==> config.mk <==
export PLATFORM = sky130hd
export DESIGN_NAME = alu_sequencer
export DESIGN_NICKNAME = d
export VERILOG_FILES = /design/src/rtl/alu_seq_pkg.sv /design/src/rtl/alu_seq_decode.sv /design/src/rtl/alu_sequencer.sv
export SDC_FILE = /design/constraint.sdc
export NUM_CORES = 1
export LEC_CHECK = 0
export CORE_ASPECT_RATIO = 1.2
export CORE_MARGIN = 1
export CORE_UTILIZATION = 45
export CTS_CLUSTER_DIAMETER = 50
export DETAILED_ROUTE_END_ITERATION = 16
export PLACE_DENSITY = 0.79
export SYNTH_ARGS = -nofsm -noshare
export SYNTH_HDL_FRONTEND = slang
export SYNTH_SLANG_ARGS = --single-unit
==> constraint.sdc <==
create_clock -name clk -period 1.8 [get_ports clk]
set_input_delay 0.18 -clock clk [delete_from_list [all_inputs] [get_ports clk]]
set_output_delay 0.18 -clock clk [all_outputs]
set_load 0.02 [all_outputs]
==> src/rtl/alu_seq_pkg.sv <==
// Shared constants for the accumulator-ALU sequencer: opcodes, FSM state codes,
// datapath Sel codes and jump-condition kinds.
package alu_seq_pkg;

    localparam logic [3:0] OP_ALU_MAX = 4'b0100;
    localparam logic [3:0] OP_OUT     = 4'b0101;
    localparam logic [3:0] OP_JMP     = 4'b1000;
    localparam logic [3:0] OP_JC      = 4'b1001;
    localparam logic [3:0] OP_JZ      = 4'b1010;
    localparam logic [3:0] OP_HALT    = 4'b1111;

    localparam logic [2:0] ST_IDLE    = 3'd0;
    localparam logic [2:0] ST_FETCH   = 3'd1;
    localparam logic [2:0] ST_DECODE  = 3'd2;
    localparam logic [2:0] ST_EXEC    = 3'd3;
    localparam logic [2:0] ST_HALT    = 3'd4;

    localparam logic [2:0] SEL_OP0    = 3'b000;
    localparam logic [2:0] SEL_OP1    = 3'b001;
    localparam logic [2:0] SEL_OP2    = 3'b010;
    localparam logic [2:0] SEL_OP3    = 3'b011;
    localparam logic [2:0] SEL_OP4    = 3'b100;

    typedef enum logic [1:0] {
        COND_ALWAYS = 2'd0,
        COND_C      = 2'd1,
        COND_Z      = 2'd2
    } cond_e;

    // ALU opcodes map one-to-one onto the datapath's Sel codes.
    function automatic logic [2:0] alu_sel(input logic [3:0] op);
        logic [2:0] sel;
        case (op)
            4'b0000: sel = SEL_OP0;
            4'b0001: sel = SEL_OP1;
            4'b0010: sel = SEL_OP2;
            4'b0011: sel = SEL_OP3;
            4'b0100: sel = SEL_OP4;
            default: sel = SEL_OP0;
        endcase
        return sel;
    endfunction

endpackage

==> src/rtl/alu_seq_decode.sv <==
// Combinational instruction decoder: opcode/operand -> datapath controls and
// jump classification.
module alu_seq_decode
    import alu_seq_pkg::*;
#(
    parameter int OP_W = 4
) (
    input  logic [OP_W+3:0] i_ir,
    output logic [2:0]      o_sel,
    output logic [3:0]      o_in_bus1,
    output logic            o_bus1_en,
    output logic            o_bus2_en,
    output logic            o_is_alu,
    output logic            o_is_jump,
    output cond_e           o_cond
);

    logic [OP_W-1:0] w_op;
    assign w_op = i_ir[OP_W+3:4];

    always_comb begin
        o_sel     = alu_sel(4'(w_op));
        o_in_bus1 = i_ir[3:0];
        o_bus1_en = 1'b0;
        o_bus2_en = 1'b0;
        o_is_alu  = 1'b0;
        o_is_jump = 1'b0;
        o_cond    = COND_ALWAYS;
        if (w_op <= OP_W'(OP_ALU_MAX)) begin
            o_is_alu  = 1'b1;
            o_bus1_en = 1'b1;
            o_bus2_en = 1'b1;
        end else begin
            case (w_op)
                OP_W'(OP_OUT): o_bus2_en = 1'b1;
                OP_W'(OP_JMP): o_is_jump = 1'b1;
                OP_W'(OP_JC): begin
                    o_is_jump = 1'b1;
                    o_cond    = COND_C;
                end
                OP_W'(OP_JZ): begin
                    o_is_jump = 1'b1;
                    o_cond    = COND_Z;
                end
                default: ;
            endcase
        end
    end

endmodule

==> src/rtl/alu_sequencer.sv <==
// Fetch/decode/execute controller driving the 4-bit accumulator ALU datapath.
//   state  | meaning
//   IDLE   | waiting for run
//   FETCH  | latch instruction at pc into ir
//   DECODE | load Sel/in_bus1/bus enables from ir, arm accu_en for ALU ops
//   EXEC   | accu_en pulse, flag latch, pc update
//   HALT   | frozen until reset
module alu_sequencer
    import alu_seq_pkg::*;
#(
    parameter int PC_W = 4,
    parameter int OP_W = 4
) (
    input  logic              clk,
    input  logic              reset,
    input  logic              run,
    input  logic [OP_W+3:0]   prog_data,
    input  logic              c,
    input  logic              z,
    output logic [PC_W-1:0]   pc,
    output logic [2:0]        Sel,
    output logic [3:0]        in_bus1,
    output logic              accu_en,
    output logic              bus1_en,
    output logic              bus2_en,
    output logic              halted
);

    logic [2:0]      r_state;
    logic [PC_W-1:0] r_pc;
    logic [OP_W+3:0] r_ir;
    logic [2:0]      r_sel;
    logic [3:0]      r_in_bus1;
    logic            r_accu_en;
    logic            r_bus1_en;
    logic            r_bus2_en;
    logic            r_halted;
    logic            r_c_q;
    logic            r_z_q;

    logic [2:0]      w_sel;
    logic [3:0]      w_in_bus1;
    logic            w_bus1_en;
    logic            w_bus2_en;
    logic            w_is_alu;
    logic            w_is_jump;
    cond_e           w_cond;
    logic            w_is_halt;
    logic            w_take;
    logic [PC_W-1:0] w_target;
    logic [PC_W-1:0] w_pc_inc;

    alu_seq_decode #(.OP_W(OP_W)) u_decode (
        .i_ir      (r_ir),
        .o_sel     (w_sel),
        .o_in_bus1 (w_in_bus1),
        .o_bus1_en (w_bus1_en),
        .o_bus2_en (w_bus2_en),
        .o_is_alu  (w_is_alu),
        .o_is_jump (w_is_jump),
        .o_cond    (w_cond)
    );

    assign w_is_halt = (r_ir[OP_W+3:4] == OP_W'(OP_HALT));
    assign w_target  = PC_W'(r_ir[3:0]);
    assign w_pc_inc  = r_pc + PC_W'(1);

    // Conditions use flags captured by the last ALU op, never the live c/z.
    always_comb begin
        w_take = 1'b0;
        if (w_is_jump) begin
            case (w_cond)
                COND_C:  w_take = r_c_q;
                COND_Z:  w_take = r_z_q;
                default: w_take = 1'b1;
            endcase
        end
    end

    always_ff @(posedge clk or negedge reset) begin
        if (!reset) begin
            r_state   <= ST_IDLE;
            r_pc      <= '0;
            r_ir      <= '0;
            r_sel     <= 3'b000;
            r_in_bus1 <= 4'h0;
            r_accu_en <= 1'b0;
            r_bus1_en <= 1'b0;
            r_bus2_en <= 1'b0;
            r_halted  <= 1'b0;
            r_c_q     <= 1'b0;
            r_z_q     <= 1'b0;
        end else begin
            case (r_state)
                ST_IDLE: begin
                    if (run) r_state <= ST_FETCH;
                end
                ST_FETCH: begin
                    r_ir    <= prog_data;
                    r_state <= ST_DECODE;
                end
                ST_DECODE: begin
                    // Sel/in_bus1 only change on ALU ops; everything else holds them.
                    if (w_is_alu) begin
                        r_sel     <= w_sel;
                        r_in_bus1 <= w_in_bus1;
                    end
                    r_bus1_en <= w_bus1_en;
                    r_bus2_en <= w_bus2_en;
                    r_accu_en <= w_is_alu;
                    r_state   <= ST_EXEC;
                end
                ST_EXEC: begin
                    r_accu_en <= 1'b0;
                    if (w_is_alu) begin
                        r_c_q <= c;
                        r_z_q <= z;
                    end
                    if (w_is_halt) begin
                        r_halted <= 1'b1;
                        r_state  <= ST_HALT;
                    end else begin
                        r_pc    <= w_take ? w_target : w_pc_inc;
                        r_state <= ST_FETCH;
                    end
                end
                ST_HALT: ;
                default: r_state <= ST_IDLE;
            endcase
        end
    end

    assign pc      = r_pc;
    assign Sel     = r_sel;
    assign in_bus1 = r_in_bus1;
    assign accu_en = r_accu_en;
    assign bus1_en = r_bus1_en;
    assign bus2_en = r_bus2_en;
    assign halted  = r_halted;

endmodule

# After elaboration in Yosys (flattened, before gate mapping)
# Index checks and enable logic that the tools add are counted.
[word_totals] regBits=28 in_bits=13
[op_classes] addsub=1 order_cmp=1 n_eq_ne=16 mux=15 bitwise=2 n_reduce_logical=8
[ops] cell="$eq A4 B4 Y1 const B" n=4
[ops] cell="$pmux W3 S5" n=1
[ops] cell="$pmux W3 S4" n=1
[ops] cell="$reduce_and A2 Y1" n=5
[ops] cell="$eq A4 B2 Y1 const B" n=2
[ops] cell="$eq A4 B3 Y1 const B" n=2
[ops] cell="$eq A3 B2 Y1 const B" n=2
[ops] cell="$mux W1" n=6
[ops] cell="$mux W3" n=2
[ops] cell="$add A4 B1 Y4 const B" n=1
[ops] cell="$eq A4 B1 Y1 const B" n=1
[ops] cell="$le A4 B3 Y1 const B" n=1
[ops] cell="$mux W4" n=1
[ops] cell="$pmux W1 S2" n=2
[ops] cell="$pmux W2 S2" n=1
[ops] cell="$eq A3 B1 Y1 const B" n=1
[ops] cell="$eq A3 B3 Y1 const B" n=1
[ops] cell="$logic_not A3 Y1" n=1
[ops] cell="$reduce_or A3 Y1" n=1
[ops] cell="$eq A2 B1 Y1 const B" n=1
[ops] cell="$eq A2 B2 Y1 const B" n=1
[ops] cell="$mux W2" n=1
[ops] cell="$ne A2 B2 Y1 const B" n=1
[ops] cell="$not A1 Y1" n=2
[ops] cell="$reduce_bool A2 Y1" n=1

# Depth between registers and ports, before layout
[logic_depth] word_depth=7 ltp_mapped=8 ltp_nobuf=8

# By module
# A second synthesis with hierarchy kept.
[hier_totals] hier_cells=110 area_unflattened_um2=1390.1
[modules_own_cells] mod="alu_sequencer" instances=1 cells_each=95 area_per_inst_um2=1270.0
[modules_own_cells] mod="alu_seq_decode" instances=1 cells_each=15 area_per_inst_um2=120.1

# Least setup slack after synthesis
# Ideal clock, no wire load.
[synth_path] path_type="register to register" start="register r_ir[7]" end="register r_pc[0], in the netlist pc[0]" arrival_ps=1840 required_time_ps=1674 slack_ps=-167 path_stages_with_launch=7 path_buffers=0 synth_period_minus_slack_ps=1967 cell_sequence="dfrtp_1 nor2b_1 nand3b_1 ha_1 a221oi_1 a211oi_4 a311o_1"
[synth_between] elab_chain_cells=7 elab_cells_between_ends=17
[synth_rtl] item="start: declaration" line_no="alu_sequencer.sv:31" rtl="logic [OP_W+3:0] r_ir;"
[synth_rtl] item="start signal: assignment" line_no="alu_sequencer.sv:99" rtl="r_ir <= prog_data;"
[synth_rtl] item="$eq A4 B4 Y1" line_no="alu_seq_decode.sv:34" rtl="case (w_op)"
[synth_rtl] item="$pmux W2 S2" line_no="alu_seq_decode.sv:34"
[synth_rtl] item="$mux W2" line_no="alu_seq_decode.sv:29" rtl="if (w_op <= OP_W'(OP_ALU_MAX)) begin"
[synth_rtl] item="$eq A2 B2 Y1 or $eq A2 B1 Y1 (tied branches)" line_no="alu_sequencer.sv:72" rtl="case (w_cond)"
[synth_rtl] item="$pmux W1 S2" line_no="alu_sequencer.sv:72"
[synth_rtl] item="$mux W1" line_no="alu_sequencer.sv:71" rtl="if (w_is_jump) begin"
[synth_rtl] item="$mux W4" line_no="alu_sequencer.sv:123" rtl="r_pc <= w_take ? w_target : w_pc_inc;"
[synth_rtl] item="end signal: assignment" line_no="alu_sequencer.sv:123"
[synth_rtl] item="end: declaration" line_no="alu_sequencer.sv:30" rtl="logic [PC_W-1:0] r_pc;"
# Several ways; a longest one is shown, not always the timed one.
# A chain may end at the register's enable or synchronous reset.

# Worst setup path in the final report
[layout_path] start="register r_ir[6]" end="register r_pc[2], in the netlist pc[2]"
# Same word-level chain as after synthesis.

==> summary.md <==
| Metric | Value |
|---|---|
| Fmax | 515 MHz |
| Max Buffers Root-to-Sink | 2 |
| Diodes inserted | 0 |
| Final core utilization | 0.650 |
| Synth Cell Area | 0.00133 sq mm |
| Status | complete, but fails checks |
| Initial cell density of the core | 0.474 |
| Leakage | 0.000807 uW |
| #FFs+latches synth | 28 |
| Max-slew violation count | 0 |
| H-tree Lvls | 1 |
| MaxCap Viol Count | 0 |
| CP required | 2.04 ns |
| P_sw | 1380 uW |
| Setup TNS after final layout | -0.387 ns |
| CP Max Fanout | 7 |
| RSZ-0062 raised after global routing | true |
| Worst VDD drop | 1220 uV |
| Period Utilization, post-route | 1.08 |
| CTS Buf Count | 3 |
| Most frequent cells in the layout | 27 x dfrtp_1, 27 x clkdlybuf4s50_1, 13 x buf_4, 12 x mux2_2, 9 x nor2_1 |
| Synth unique cells | 34 |
| Area grow syn2layout | 37.0% |
| Share of layout cells above drive strength 1 | 0.289 |
| Reg power frac | 0.330 |
| Core Rows | 21 |
| PwrDens | 1940 mW/mm^2 |
| Die area | 0.00319 sq mm |
| Slew at the pin closest to its max-slew limit | 0.399 ns |
| Final Skew | 0.0118 ns |
| Routed wire per std cell | 15.3 um |
| Layout fillers | 205 |
| Worst EP arrival | 2.18 ns |
| Comb power frac | 0.551 |
| Nets | 166 |
| Mapped Avg Cell Area | 12.3 sq um |
| CP Launch Type | register |
| HPWL Detailed | 1.97 mm |
| Max_slew headroom | 0.734 |
| Finish-stage setup viols | 4 |
| PortBufs | 27 |
| DIE HEIGHT | 61.6 um |
| Initial DRC count | 33 |
| Worst-path clk slew | 0.16 ns |
| Die width | 51.7 um |
| Pin count of the biggest net entering global routing | 29 |
| Fin Hold WS | 0.179 ns |
| Setup crit end kind | register |
| Gr usage total | 0.203 |
| Setup CP Type | reg -> reg |
| HP Class | in -> async |
| TritonCTS Sinks | 28 |
| Sw Share | 0.390 |
| Post-route ant nets | 0 |
| CTS tree | done |
| GRT overflow | 0 |
| Gpl congestion | 0.781 |
| Fraction of power consumed by the clock network | 0.119 |
| Routed WL | 2.80 mm |
| Internal power | 2160 uW |
| Final WS setup | -0.143 ns |
| Average via count per standard cell | 5.38 |
| DRT Pass-1 Iters | 4 |
| DRC viols | 0 |
| Skew-Pair Late Insertion Delay | 0.34 ns |
| Core ar. | 0.00281 sq mm |
| Mapped Cells | 108 |
| Failing checks | setup timing |
| Final min period | 1.94 ns |
| Syn nets | 124 |
| Vias in the first global route | 984 |
| Clock tree root driver cell | clkbuf_4 |
| Io pins | 28 |
| Global-route wire length before repair | 4.53 mm |
| Vias | 985 |
| Synth warn | 0 |
| Sequential fraction of the synthesis area | 0.525 |
| Initial antenna violation count | 0 |
| Cts hold-fix bufs | 0 |
| Final Hold Vio Count | 0 |
[cell usage after synthesis]
library cell	number	share of area
or2_2	1	0.0047
a2111oi_4	1	0.021
o21ai_0	3	0.011
o22ai_1	1	0.0047
buf_2	2	0.0075
a22o_1	1	0.0066
nand3b_1	3	0.017
mux2_2	12	0.10
nor4_1	1	0.0047
ha_1	3	0.028
nor2b_1	3	0.014
a311o_1	1	0.0075
a21o_1	2	0.011
nor3b_2	1	0.0094
a21oi_1	5	0.019
inv_1	6	0.017
and4_1	1	0.0066
nand2b_4	1	0.010
dfrtp_1	28	0.53
a211oi_4	1	0.015
nor2_1	9	0.025
a22oi_1	2	0.011
a221oi_1	1	0.0066
nor2_2	1	0.0047
nor2_8	1	0.015
and3_1	1	0.0047
mux2_1	2	0.017
nor3_2	1	0.0075
or3b_1	1	0.0066
buf_6	1	0.0084
a41o_1	1	0.0075
nand2b_1	1	0.0047
mux2i_1	3	0.023
nand2_1	6	0.017
[logic make-up (layout without fill, tap and decap cells)]
logic type                 after synthesis  after routing  share of synthesized area
AOI/OAI and AO/OA                       19             19                      0.121
adders and majority gates                3              3                     0.0281
buffers and inverters                    9             50                     0.0328
DFF                                     28             28                      0.525
muxes                                   17             17                      0.141
and+or+nand+nor                         32             32                      0.152
[state kept, by name, summed over array words and instances, names as in the netlist]
signal	flops
bus1_en	1
halted	1
r_c_q	1
Sel	3
accu_en	1
r_ir	8
in_bus1	4
r_z_q	1
bus2_en	1
pc	4
r_state	3
[area by class of cell]
| type | instances | area, sq um | share of cell area |
|---|---|---|---|
| repair buffers | 40 | 368 | 0.201 |
| multi-input cells | 71 | 639 | 0.350 |
| well taps | 34 | 42.5 | 0.0233 |
| clock inverters | 1 | 30.0 | 0.0164 |
| inverters | 6 | 22.5 | 0.0123 |
| clock buffers | 3 | 22.5 | 0.0123 |
| flip-flops and latches | 28 | 702 | 0.384 |
[power groups by stage]
stage	Sequential, uW	Clock [uW]	Combinational (uW)
floorplan	1360	0	944
global placement	1150	0	1790
detailed placement	1170	0	1850
CTS	1160	427	1900
global route	1210	453	2100
finish	1170	423	1950
[stage by stage]
stage | power [uW] | std cells | cell area (sq um) | worst slack (ns)
5_1_grt | 3770 | 183 | 1830 | -0.224
2_1_floorplan | 2310 | 108 | 1340 | -0.0283
4_1_cts | 3490 | 181 | 1780 | -0.0803
3_5_place_dp | 3020 | 177 | 1720 | -0.00605
6_report | 3550 | 183 | 1830 | -0.143
3_3_place_gp | 2940 | 177 | 1720 | 0.0340
[worst max-delay path, cell delays in order, from the launching register on]
cell and delay (ns):
dfrtp_1 0.45, nor2b_4 0.12, nand3b_1 0.13, ha_4 0.31, a221oi_4 0.04, a211oi_4 0.39, o21ai_1 0.14, a22oi_1 0.26
[per-layer routing]
layer / vias up / share of wire / track usage
met2: 23 / 0.57 / 0.373
li1: 467 / - / -
met4: 0 / 0.020 / 0.100
met3: 6 / 0.034 / 0.0346
met5: - / 0 / 0
met1: 489 / 0.38 / 0.226
[worst paths after layout]
check	from	to	slack, ns	depth (start not counted)
min in group clk	z	r_z_q	0.44	2
max	r_ir[6]	pc[2]	-0.14	7
max reg2reg	r_ir[6]	pc[2]	-0.14	7
min reg2reg	accu_en	accu_en	0.50	1
min	reset	accu_en	0.18	2
max in group asynchronous	reset	r_ir[7]	1.32	2
[what timing repair did]
| action | CTS | global route |
|---|---|---|
| gates resized for setup | 2 | 6 |
| setup endpoints to repair | 4 | 6 |
| setup buffers | 0 | 2 |
| pin swaps | 1 | 6 |
Power figures use the tool's default switching activity.
